**src/rtl/mem_port_arbiter_if.sv**
```systemverilog
// mem_port_arbiter_if: fetch, data and memory-side signals of mem_port_arbiter.
interface mem_port_arbiter_if #(parameter int size = 32);
  logic i_req, i_flush, i_gnt, i_valid;
  logic [size-1:0] i_addr, i_rdata;
  logic d_req, d_we, d_gnt, d_done;
  logic [size-1:0] d_addr, d_wdata, d_rdata;
  logic [2:0] d_width, mem_width;
  logic mem_req, mem_we, mem_gnt, mem_rvalid;
  logic [size-1:0] mem_addr, mem_wdata, mem_rdata;
  logic protocol_err;
  modport slave (
    input i_req, i_addr, i_flush, d_req, d_we, d_addr, d_wdata, d_width, mem_gnt, mem_rvalid, mem_rdata,
    output i_gnt, i_valid, i_rdata, d_gnt, d_done, d_rdata, mem_req, mem_we, mem_addr, mem_wdata, mem_width, protocol_err
  );
  modport master (
    output i_req, i_addr, i_flush, d_req, d_we, d_addr, d_wdata, d_width, mem_gnt, mem_rvalid, mem_rdata,
    input i_gnt, i_valid, i_rdata, d_gnt, d_done, d_rdata, mem_req, mem_we, mem_addr, mem_wdata, mem_width, protocol_err
  );
endinterface

```
**src/rtl/mem_port_arbiter.sv**
```systemverilog
// mem_port_arbiter: shares one single-port memory between fetch and data ports, data first.
// Optional ARB_FAIR_EN forces a fetch once it has been denied STARVE_LIMIT issue windows.
module mem_port_arbiter #(
  parameter int size = 32,
  parameter int STARVE_LIMIT = 4
) (
  input logic clk,
  input logic reset,
  mem_port_arbiter_if.slave bus
);
  typedef enum logic [1:0] {IDLE, I_WAIT, D_WAIT} state_t;
  state_t state;
  logic flush_pend, d_load, perr, win, sel_d, sel_i, force_i;
  logic [size-1:0] d_rdata_q;
`ifdef ARB_FAIR_EN
  localparam int CW = $clog2(STARVE_LIMIT + 1);
  logic [CW-1:0] starve;
  assign force_i = bus.i_req && (starve == CW'(STARVE_LIMIT));
  always_ff @(posedge clk)
    if (reset || !bus.i_req || bus.i_gnt) starve <= '0;
    else if (win && starve != CW'(STARVE_LIMIT)) starve <= starve + 1'b1;
`else
  assign force_i = STARVE_LIMIT < 0;
`endif
  // A response cycle doubles as the next issue slot, so memory never idles between requests.
  assign win = !reset && (state == IDLE || bus.mem_rvalid);
  assign sel_d = bus.d_req && !force_i;
  assign sel_i = bus.i_req && !sel_d;
  assign bus.mem_req = win && (sel_d || sel_i);
  assign bus.mem_we = sel_d && bus.d_we;
  assign bus.mem_addr = sel_d ? bus.d_addr : bus.i_addr;
  assign bus.mem_wdata = sel_d ? bus.d_wdata : '0;
  assign bus.mem_width = sel_d ? bus.d_width : 3'b010;
  assign bus.i_gnt = bus.mem_req && sel_i && bus.mem_gnt;
  assign bus.d_gnt = bus.mem_req && sel_d && bus.mem_gnt;
  assign bus.i_valid = !reset && state == I_WAIT && bus.mem_rvalid && !flush_pend && !bus.i_flush;
  assign bus.d_done = !reset && state == D_WAIT && bus.mem_rvalid;
  assign bus.i_rdata = bus.mem_rdata;
  assign bus.d_rdata = d_rdata_q;
  assign bus.protocol_err = perr;
  always_ff @(posedge clk)
    if (reset) begin
      state <= IDLE;
      flush_pend <= 1'b0;
      d_load <= 1'b0;
      perr <= 1'b0;
      d_rdata_q <= '0;
    end else begin
      state <= bus.i_gnt ? I_WAIT : bus.d_gnt ? D_WAIT : bus.mem_rvalid ? IDLE : state;
      flush_pend <= bus.i_gnt ? bus.i_flush : state == I_WAIT && !bus.mem_rvalid && (flush_pend || bus.i_flush);
      if (bus.d_gnt) d_load <= !bus.d_we;
      if (bus.d_done && d_load) d_rdata_q <= bus.mem_rdata;
      if (state == IDLE && bus.mem_rvalid) perr <= 1'b1;
    end
endmodule

```
**src/flat_wrapper.sv**
```systemverilog
// flat-port wrapper written by rule: the top's interface ports become plain ports
module mem_port_arbiter_flat 
#(
  parameter int size = 32,
  parameter int STARVE_LIMIT = 4
)
  (clk, reset, bus_i_req, bus_i_addr, bus_i_flush, bus_d_req, bus_d_we, bus_d_addr, bus_d_wdata, bus_d_width, bus_mem_gnt, bus_mem_rvalid, bus_mem_rdata, bus_i_gnt, bus_i_valid, bus_i_rdata, bus_d_gnt, bus_d_done, bus_d_rdata, bus_mem_req, bus_mem_we, bus_mem_addr, bus_mem_wdata, bus_mem_width, bus_protocol_err);
  mem_port_arbiter_if #(.size(size)) bus_i ();
  input logic clk;
  input logic reset;
  input wire logic [$bits(bus_i.i_req)-1:0] bus_i_req;
  input wire logic [$bits(bus_i.i_addr)-1:0] bus_i_addr;
  input wire logic [$bits(bus_i.i_flush)-1:0] bus_i_flush;
  input wire logic [$bits(bus_i.d_req)-1:0] bus_d_req;
  input wire logic [$bits(bus_i.d_we)-1:0] bus_d_we;
  input wire logic [$bits(bus_i.d_addr)-1:0] bus_d_addr;
  input wire logic [$bits(bus_i.d_wdata)-1:0] bus_d_wdata;
  input wire logic [$bits(bus_i.d_width)-1:0] bus_d_width;
  input wire logic [$bits(bus_i.mem_gnt)-1:0] bus_mem_gnt;
  input wire logic [$bits(bus_i.mem_rvalid)-1:0] bus_mem_rvalid;
  input wire logic [$bits(bus_i.mem_rdata)-1:0] bus_mem_rdata;
  output wire logic [$bits(bus_i.i_gnt)-1:0] bus_i_gnt;
  output wire logic [$bits(bus_i.i_valid)-1:0] bus_i_valid;
  output wire logic [$bits(bus_i.i_rdata)-1:0] bus_i_rdata;
  output wire logic [$bits(bus_i.d_gnt)-1:0] bus_d_gnt;
  output wire logic [$bits(bus_i.d_done)-1:0] bus_d_done;
  output wire logic [$bits(bus_i.d_rdata)-1:0] bus_d_rdata;
  output wire logic [$bits(bus_i.mem_req)-1:0] bus_mem_req;
  output wire logic [$bits(bus_i.mem_we)-1:0] bus_mem_we;
  output wire logic [$bits(bus_i.mem_addr)-1:0] bus_mem_addr;
  output wire logic [$bits(bus_i.mem_wdata)-1:0] bus_mem_wdata;
  output wire logic [$bits(bus_i.mem_width)-1:0] bus_mem_width;
  output wire logic [$bits(bus_i.protocol_err)-1:0] bus_protocol_err;
  assign bus_i.i_req = bus_i_req;
  assign bus_i.i_addr = bus_i_addr;
  assign bus_i.i_flush = bus_i_flush;
  assign bus_i.d_req = bus_d_req;
  assign bus_i.d_we = bus_d_we;
  assign bus_i.d_addr = bus_d_addr;
  assign bus_i.d_wdata = bus_d_wdata;
  assign bus_i.d_width = bus_d_width;
  assign bus_i.mem_gnt = bus_mem_gnt;
  assign bus_i.mem_rvalid = bus_mem_rvalid;
  assign bus_i.mem_rdata = bus_mem_rdata;
  assign bus_i_gnt = bus_i.i_gnt;
  assign bus_i_valid = bus_i.i_valid;
  assign bus_i_rdata = bus_i.i_rdata;
  assign bus_d_gnt = bus_i.d_gnt;
  assign bus_d_done = bus_i.d_done;
  assign bus_d_rdata = bus_i.d_rdata;
  assign bus_mem_req = bus_i.mem_req;
  assign bus_mem_we = bus_i.mem_we;
  assign bus_mem_addr = bus_i.mem_addr;
  assign bus_mem_wdata = bus_i.mem_wdata;
  assign bus_mem_width = bus_i.mem_width;
  assign bus_protocol_err = bus_i.protocol_err;
  mem_port_arbiter #(.size(size), .STARVE_LIMIT(STARVE_LIMIT)) u_core (.clk(clk), .reset(reset), .bus(bus_i));
endmodule
```
**config.mk**
```make
export PLATFORM = sky130hd
export DESIGN_NAME = mem_port_arbiter_flat
export DESIGN_NICKNAME = d
export VERILOG_FILES = /design/src/rtl/mem_port_arbiter_if.sv /design/src/rtl/mem_port_arbiter.sv /design/src/flat_wrapper.sv
export SDC_FILE = /design/constraint.sdc
export NUM_CORES = 1
export LEC_CHECK = 0
export ABC_AREA = 1
export CAP_MARGIN = 20
export CORE_AREA = 4 4 106 108
export DETAILED_ROUTE_END_ITERATION = 10
export DIE_AREA = 0 0 110 112
export GPL_TIMING_DRIVEN = 0
export PLACE_DENSITY = 0.72
export SYNTH_ARGS = -nofsm -noshare
export SYNTH_HDL_FRONTEND = slang
export SYNTH_SLANG_ARGS = --single-unit
```
**constraint.sdc**
```tcl
create_clock -name clk -period 1.2 [get_ports clk]
set_input_delay 0.24 -clock clk [delete_from_list [all_inputs] [get_ports clk]]
set_output_delay 0.24 -clock clk [all_outputs]
set_load 0.02 [all_outputs]
```
-- Word-level counts from Yosys, hierarchy flattened
Cells that the tools add are included.
- register bits after elaboration: 37
- equal/unequal tests: 2
- multiplexer cells: 7
- reduce and logical (&&, ||, !) cells: 31
- operator list (cell ; number):
    32-bit two-way mux ; 2
    1-bit logical AND ; 18
    1-bit logical NOT ; 6
    2-bit two-way mux ; 2
    1-bit logical OR ; 3
    3-bit two-way mux ; 1
    3-bit nonzero test ; 1
    2-bit by 1-bit == test with 1-bit output (second input constant) ; 1
    2-bit == test (second input constant) ; 1
    2-bit logical NOT ; 1
    1-bit two-way mux ; 2
    2-bit nonzero test ; 1
    2-bit OR reduction ; 1

-- Depth between registers and ports, before layout
Gate-level depths: netlist of run 1.
- word-level depth: 8
- depth in mapped cells: 8
- depth with buffers taken out: 7

-- Worst setup path after synthesis of run 1
No wires, ideal clock.
- path type: input -> output
- start: input bus_d_req
- end: output bus_mem_addr[0]
- data arrival time: 0.996 ns
- required time: 0.960 ns
- slack: -0.036 ns
- stages: 5
- path buffers: 2
- path through: buf_2 -> inv_1 -> clkbuf_1 -> nand2_1 -> nand2_1
- cells in the longest elaborated chain, start to end: 1
- RTL lines (item ; line ; source):
    start: declaration ; flat_wrapper.sv:14 ; input wire logic [$bits(bus_i.d_req)-1:0] bus_d_req;
    32-bit two-way mux ; mem_port_arbiter.sv:31 ; assign bus.mem_addr = sel_d ? bus.d_addr : bus.i_addr;
    end: declaration ; flat_wrapper.sv:30 ; output wire logic [$bits(bus_i.mem_addr)-1:0] bus_mem_addr;
Every way passes these cells.

-- Final worst setup path of run 1
- start: register u_core.state[0]
- end: output bus_mem_req
- cells in the longest elaborated chain, start to end: 4
- RTL lines (item ; line ; source):
    start: declaration ; mem_port_arbiter.sv:12 ; state_t state;
    start signal: assignment ; mem_port_arbiter.sv:49 ; state <= bus.i_gnt ? I_WAIT : bus.d_gnt ? D_WAIT : bus.mem_rvalid ? IDLE : state;
    2-bit logical NOT ; mem_port_arbiter.sv:26 ; assign win = !reset && (state == IDLE || bus.mem_rvalid);
    1-bit logical OR ; mem_port_arbiter.sv:26 ;
    1-bit logical AND ; mem_port_arbiter.sv:26 ;
    1-bit logical AND ; mem_port_arbiter.sv:29 ; assign bus.mem_req = win && (sel_d || sel_i);
    end: declaration ; flat_wrapper.sv:28 ; output wire logic [$bits(bus_i.mem_req)-1:0] bus_mem_req;
Every way passes these cells.

==> impl_metrics.json, run 1 <==
{
  "wl_met2_um": 6936,
  "met3_length_um": 1127,
  "postPlaceCellArea_sq_um": 5433,
  "grtUsageTotal": 0.1804,
  "reg2reg_depth": 10,
  "wirelength_um": 12530,
  "ys_seq_area_frac": 0.2954,
  "synthTopCellsByArea": "nand2_1, dfxtp_1, inv_1",
  "portBuffers": 275,
  "initial_core_util": 0.2451,
  "wl_met1_um": 4184,
  "critPathArrivalTime_ns": 1.21,
  "clkTransAtPathRegs_ns": 0.08,
  "skew_ns": 0.003198,
  "relSlewSlack": 0.6465,
  "synth.most_common_cell": "nand2_1",
  "rrSetupSlack_ns": -0.24,
  "via_per_inst": 4.100,
  "cp_slowest_stage_delay_ns": 0.33,
  "finalCritPeriodShare": 1.212,
  "cts_root_buf": "clkbuf_8",
  "drc": 0,
  "drtIter0Drc": 75,
  "antenna_found_initial": 0,
  "maxCapViolCount": 0,
  "place_ws_ns": -1.161,
  "synthCells": 459,
  "clk_path_buf_depth": 2,
  "timing.rr.start": "u_core.state[1]",
  "grt_pass1_vias": 3701,
  "grt_pass1_wl_um": 17530,
  "hold_viol_final": 0,
  "topRoutingLayerUsed": "met4",
  "core_region_area_sq_um": 10230,
  "status": "finished, violations left",
  "yosysUniqueCellTypes": 16,
  "syn_area_sq_um": 2507,
  "pwr_density_cell_nw_per_um2": 620.1,
  "worst_slack_ns": -0.2539,
  "gp_congestion": 0.8798,
  "p_leak_uw": 0.003744,
  "drtAntennaViolNets": 0,
  "worst_pin_slew_ns": 0.5303,
  "final_layout_size_suffix_gt1_frac": 0.3842,
  "min_delay_path_depth": 3,
  "cts_hold_buf": 0,
  "fp.dieW_um": 110,
  "synth_edf_count": 0,
  "final.fill_count": 944,
  "die_area_sq_um": 12320,
  "slew_viol_final": 0,
  "clkLatencyLatePin_ns": 0.29,
  "worst_hold_path_type": "in2reg",
  "vias": 3674,
  "netlist.area_leader.share": 0.3159,
  "rows": 37,
  "fmaxAchievable_mhz": 687.8,
  "ir_worst_vdd_uv": 488.7,
  "final_area_sq_um": 6073,
  "end_kind": "output pin",
  "synth.largest_area_cell": "nand2_1",
  "cts_tree": "built",
  "hpwl_um": 9993,
  "htreeDepth": 2,
  "synth.net_count": 598,
  "ios": 277,
  "seq_area_sq_um": 743.2,
  "yosys_warnings": 0,
  "crit_start": "u_core.state[0]",
  "cts_buffers": 5,
  "path_cells": "nor2_2 -> nand2_1 -> nand2_2 -> inv_2 -> nor2_4 -> buf_6",
  "die_h_um": 112,
  "area_growth_pct": 142.2,
  "grt-ovfl-total": 0,
  "violations": "negative setup slack",
  "grt_max_degree": 13,
  "synthArstFlopShare": 0,
  "finalSetupViolCount": 39,
  "slowest_stage": "dfxtp_2",
  "cts_sinks": 37,
  "critPathLaunchType": "register",
  "period_minus_slack_ns": 1.454,
  "synth_ff_type": "dfxtp_1",
  "first_pass_iters": 4,
  "min_from": "bus_mem_rdata[16]",
  "yosys-top-cells-count": "nand2_1, inv_1, nor2_1, dfxtp_1, buf_4",
  "nets": 898,
  "r2r-end": "u_core.bus.d_rdata[13]",
  "whs_endpoint": "u_core.bus.d_rdata[16]",
  "diodes": 0,
  "critPathKind": "reg2out",
  "multiInputGateArea_sq_um": 1381,
  "ys_ff_latch": 37,
  "rsz0062_at_grt": "true",
  "avgSynthCellArea_sq_um": 5.463,
  "crit_path_max_fanout": 4,
  "wl_per_cell_um": 13.98,
  "critPathRequiredTime_ns": 0.96
}
state kept, by name, indices dropped and copies added, names as in the netlist:
register                 flops
u_core.bus.protocol_err      1
u_core.flush_pend            1
u_core.bus.d_rdata          32
u_core.state                 2
u_core.d_load                1
repair_timing:
item	CTS	global route
resized for setup	693	225
buffers inserted	8	2
gates cloned	5	3
pin swaps	12	73
setup endpoints to repair	174	136
hold endpoints to repair	0	0
placed cells by master, fill, tap and decap left out, drive strengths merged:
master,instances
nand2,214
buf,166
inv,76
nor2,74
clkdlybuf4s50,58
dlymetal6s2s,56
dfxtp,37
clkbuf,32
dlygate4sd2,23
clkdlybuf4s15,14
a21oi,2
nand3,2
clkinv,2
and3,1
or2,1
o31ai,1
clkinvlp,1
logic make-up (layout without fill, tap and decap cells):
family                 Yosys count  in the layout  synth area share
flip-flops                      37             37            0.2954
AO/OA/AOI/OAI                    3              3          0.006987
buffers and inverters          129            428            0.2545
AND/OR/NAND/NOR                290            292            0.4431
power by group:
part           leakage (uW)  internal (uW)  switching (uW)  total (uW)
Sequential         0.000300           1240            14.7        1260
Combinational       0.00340            897             756        1650
Clock             0.0000439            401             457         858
Total               0.00374           2540            1230        3770
cell type report:
type | instances | share of cell area
Clock inverter | 3 | 0.002884
Clock buffer | 5 | 0.01133
Tap cell | 136 | 0.02802
Buffer | 53 | 0.07458
Sequential cell | 37 | 0.1224
Inverter | 76 | 0.04780
Multi-Input combinational cell | 295 | 0.2274
Timing Repair Buffer | 291 | 0.4856
metrics by stage:
stage | hold WS [ns] | power (uW) | setup TNS [ns] | std cells | util
after CTS | 0.3138 | 3694 | -5.890 | 891 | 0.5397
after floorplan | 0.3124 | 1880 | -0.7234 | 459 | -
after detailed placement | 0.4915 | 2859 | -82.89 | 870 | 0.5310
final | 0.2089 | 3766 | -7.231 | 896 | 0.5936
after global placement | 0.4719 | 2842 | -79.87 | 870 | 0.5310
after global routing | 0.2337 | 3953 | -10.16 | 896 | 0.5936
routing by layer:
metal,track usage,vias up
li1,-,1869
met1,0.1677,1614
met2,0.3681,169
met3,0.04986,22
met4,0.04738,0
met5,0,-
worst max-delay path by stage:
stage	endpoint	slack, ns
floorplan	bus_mem_addr[0]	-0.04
global placement	bus_d_gnt	-1.14
detailed placement	bus_d_gnt	-1.16
CTS	bus_d_gnt	-0.25
global route	bus_mem_req	-0.34
finish	bus_mem_req	-0.25
critical path: cells and delay by family (launching register included):
kind                   cells  cell delay [ns]
flip-flops                 1             0.33
AND/OR/NAND/NOR            4             0.42
buffers and inverters      2             0.18
Power figures use the tool's default switching activity.
==> run 2, diff against run 1 <==
--- a/config.mk
+++ b/config.mk
@@ -7,11 +7,11 @@
 export LEC_CHECK = 0
 export ABC_AREA = 1
 export CAP_MARGIN = 20
-export CORE_AREA = 4 4 106 108
+export CORE_AREA = 5 5 104 106
 export DETAILED_ROUTE_END_ITERATION = 10
-export DIE_AREA = 0 0 110 112
+export DIE_AREA = 0 0 109 111
 export GPL_TIMING_DRIVEN = 0
-export PLACE_DENSITY = 0.72
+export PLACE_DENSITY = 0.76
 export SYNTH_ARGS = -nofsm -noshare
 export SYNTH_HDL_FRONTEND = slang
 export SYNTH_SLANG_ARGS = --single-unit
==> run 2 against run 1 <==
Critical path type unchanged. Register-to-register slack improved by 0.05 ns. Combinational power hardly changed. Worst hold slack improved by 0.013 ns. Largest cell class unchanged. Non-clock buffer count grew 3. Sequential power hardly changed. The flow still finishes with violations (negative setup slack).
==> impl_metrics.json, run 2 (synthesis results as in run 1) <==
{
  "min_from": "bus_mem_rdata[0]",
  "first_pass_iters": 4,
  "path_cells": "nor2_4 -> nand2_2 -> nand2_4 -> inv_1 -> nor2_2 -> buf_6",
  "drtAntennaViolNets": 0,
  "slowest_stage": "dfxtp_2",
  "critPathArrivalTime_ns": 1.17,
  "end_kind": "output pin",
  "hpwl_um": 10680,
  "timing.rr.start": "u_core.state[0]",
  "finalSetupViolCount": 36,
  "p_total_uw": 3759,
  "via_per_inst": 4.143,
  "initial_core_util": 0.2589,
  "rows": 36,
  "area_growth_pct": 140.0,
  "place_ws_ns": -1.179,
  "crit_path_max_fanout": 4,
  "wl_per_cell_um": 14.75,
  "rsz0062_at_grt": "true",
  "core_region_area_sq_um": 9684,
  "fp.dieW_um": 109,
  "gp_congestion": 0.8529,
  "die_h_um": 111,
  "wirelength_um": 13200,
  "p_leak_uw": 0.003871,
  "cts_sinks": 37,
  "final_layout_size_suffix_gt1_frac": 0.3771,
  "fmaxAchievable_mhz": 708.9,
  "grtUsageTotal": 0.1935,
  "post-route-util": 0.6213,
  "finalCritPeriodShare": 1.176,
  "largest_reg_flops": 32,
  "maxCapViolCount": 0,
  "grt-ovfl-total": 0,
  "relSlewSlack": 0.6828,
  "critPathKind": "reg2out",
  "clkTransAtPathRegs_ns": 0.08,
  "rrSetupSlack_ns": -0.19,
  "dp.cells": 867,
  "htreeDepth": 2,
  "worst_slack_ns": -0.2107,
  "critPathRequiredTime_ns": 0.96,
  "slew_viol_final": 0,
  "clk_path_buf_depth": 2,
  "violations": "negative setup slack",
  "portBuffers": 275,
  "min_delay_path_depth": 3,
  "cp_slowest_stage_delay_ns": 0.35,
  "drc": 0,
  "ir_worst_vdd_uv": 382.2,
  "worst_pin_slew_ns": 0.4758,
  "cp.buffers_inverters": 2,
  "whs_endpoint": "u_core.bus.d_rdata[0]",
  "clkLatencyLatePin_ns": 0.28,
  "r2r-end": "u_core.bus.d_rdata[11]",
  "die_area_sq_um": 12100,
  "grt_pass1_wl_um": 18470,
  "skew_ns": 0.004195,
  "grt_max_degree": 13,
  "layout_common_cells": "nand2_1, buf_6, buf_4",
  "pwr_density_cell_nw_per_um2": 624.8,
  "final_common_cell": "nand2_1",
  "hold_viol_final": 0,
  "ios": 277,
  "stdcell_count": 895,
  "worst_hold_path_type": "in2reg",
  "status": "finished, violations left",
  "cts_root_buf": "clkbuf_8",
  "fin_setup_tns_ns": -3.669,
  "nets": 899,
  "grt_pass1_vias": 3740,
  "final.fill_count": 894,
  "cp_top_family": "simple AND/OR/NAND/NOR gates",
  "cts_tree": "built",
  "critPathLaunchType": "register",
  "antenna_found_initial": 1,
  "vias": 3708,
  "cts_buffers": 5,
  "period_minus_slack_ns": 1.411,
  "drtIter0Drc": 99,
  "reg2reg_depth": 9
}
## run 2: worst max path at each step
stage	to	cells after the start	slack, ns	start
after floorplan	bus_mem_addr[0]	5	-0.04	bus_d_req
after global placement	bus_d_gnt	8	-1.14	reset
after detailed placement	bus_d_gnt	8	-1.18	reset
after CTS	bus_mem_req	6	-0.26	u_core.state[1]
after global routing	u_core.bus.d_rdata[11]	9	-0.28	u_core.state[0]
final	bus_mem_req	6	-0.21	u_core.state[0]
## run 2: metal layers
| metal | track usage | vias to the layer above | wire (um) |
|---|---|---|---|
| met5 | 0 | - | 0 |
| met4 | 0.04882 | 0 | 189 |
| met3 | 0.08212 | 14 | 1424 |
| met2 | 0.3800 | 169 | 7212 |
| met1 | 0.1761 | 1659 | 4375 |
| li1 | - | 1866 | - |
## run 2: power breakdown
part / internal (uW) / leakage (uW) / total, uW / switching [uW]
Combinational: 889 / 0.00353 / 1660 / 768
Sequential: 1240 / 0.000300 / 1250 / 11.2
Clock: 401 / 0.0000439 / 853 / 452
Total: 2530 / 0.00387 / 3760 / 1230
## run 2: metrics by stage
| step | hold WS, ns | cell area, sq um |
|---|---|---|
| after global routing | 0.2267 | 6017 |
| after global placement | 0.4735 | 5429 |
| after detailed placement | 0.4766 | 5429 |
| after CTS | 0.2875 | 5494 |
| final | 0.2215 | 6017 |
| after floorplan | 0.3124 | 2510 |
## run 2: final cells by class
type,count,area (sq um),area share
Buffer,52,432.9,0.07195
Multi-Input combinational cell,293,1306,0.2171
Timing Repair Buffer,295,2989,0.4968
Clock buffer,5,68.82,0.01144
Tap cell,133,166.4,0.02766
Antenna cell,1,2.502,0.0004159
Inverter,76,287.8,0.04783
Sequential cell,37,745.7,0.1239
Clock inverter,3,17.52,0.002911
## run 2: repair_timing
| item | in CTS | in global routing |
|---|---|---|
| gates resized for setup | 692 | 235 |
| hold buffers | 0 | 0 |
| gates cloned | 1 | 2 |
| endpoints found under the setup margin | 174 | 141 |
| pin swaps | 14 | 71 |
| buffers inserted | 11 | 8 |
## run 2: worst min-delay path, cell delays in order
cell and delay, ns:
dlymetal6s2s_1 0.10, nor2_1 0.05, nor2_1 0.08
==> run 3, diff against run 2 <==
--- a/config.mk
+++ b/config.mk
@@ -8,6 +8,7 @@
 export ABC_AREA = 1
 export CAP_MARGIN = 20
 export CORE_AREA = 5 5 104 106
+export CTS_CLUSTER_DIAMETER = 80
 export DETAILED_ROUTE_END_ITERATION = 10
 export DIE_AREA = 0 0 109 111
 export GPL_TIMING_DRIVEN = 0
==> results of run 3 <==
Same layout as run 2: the final DEF is identical, and so are final timing and power.
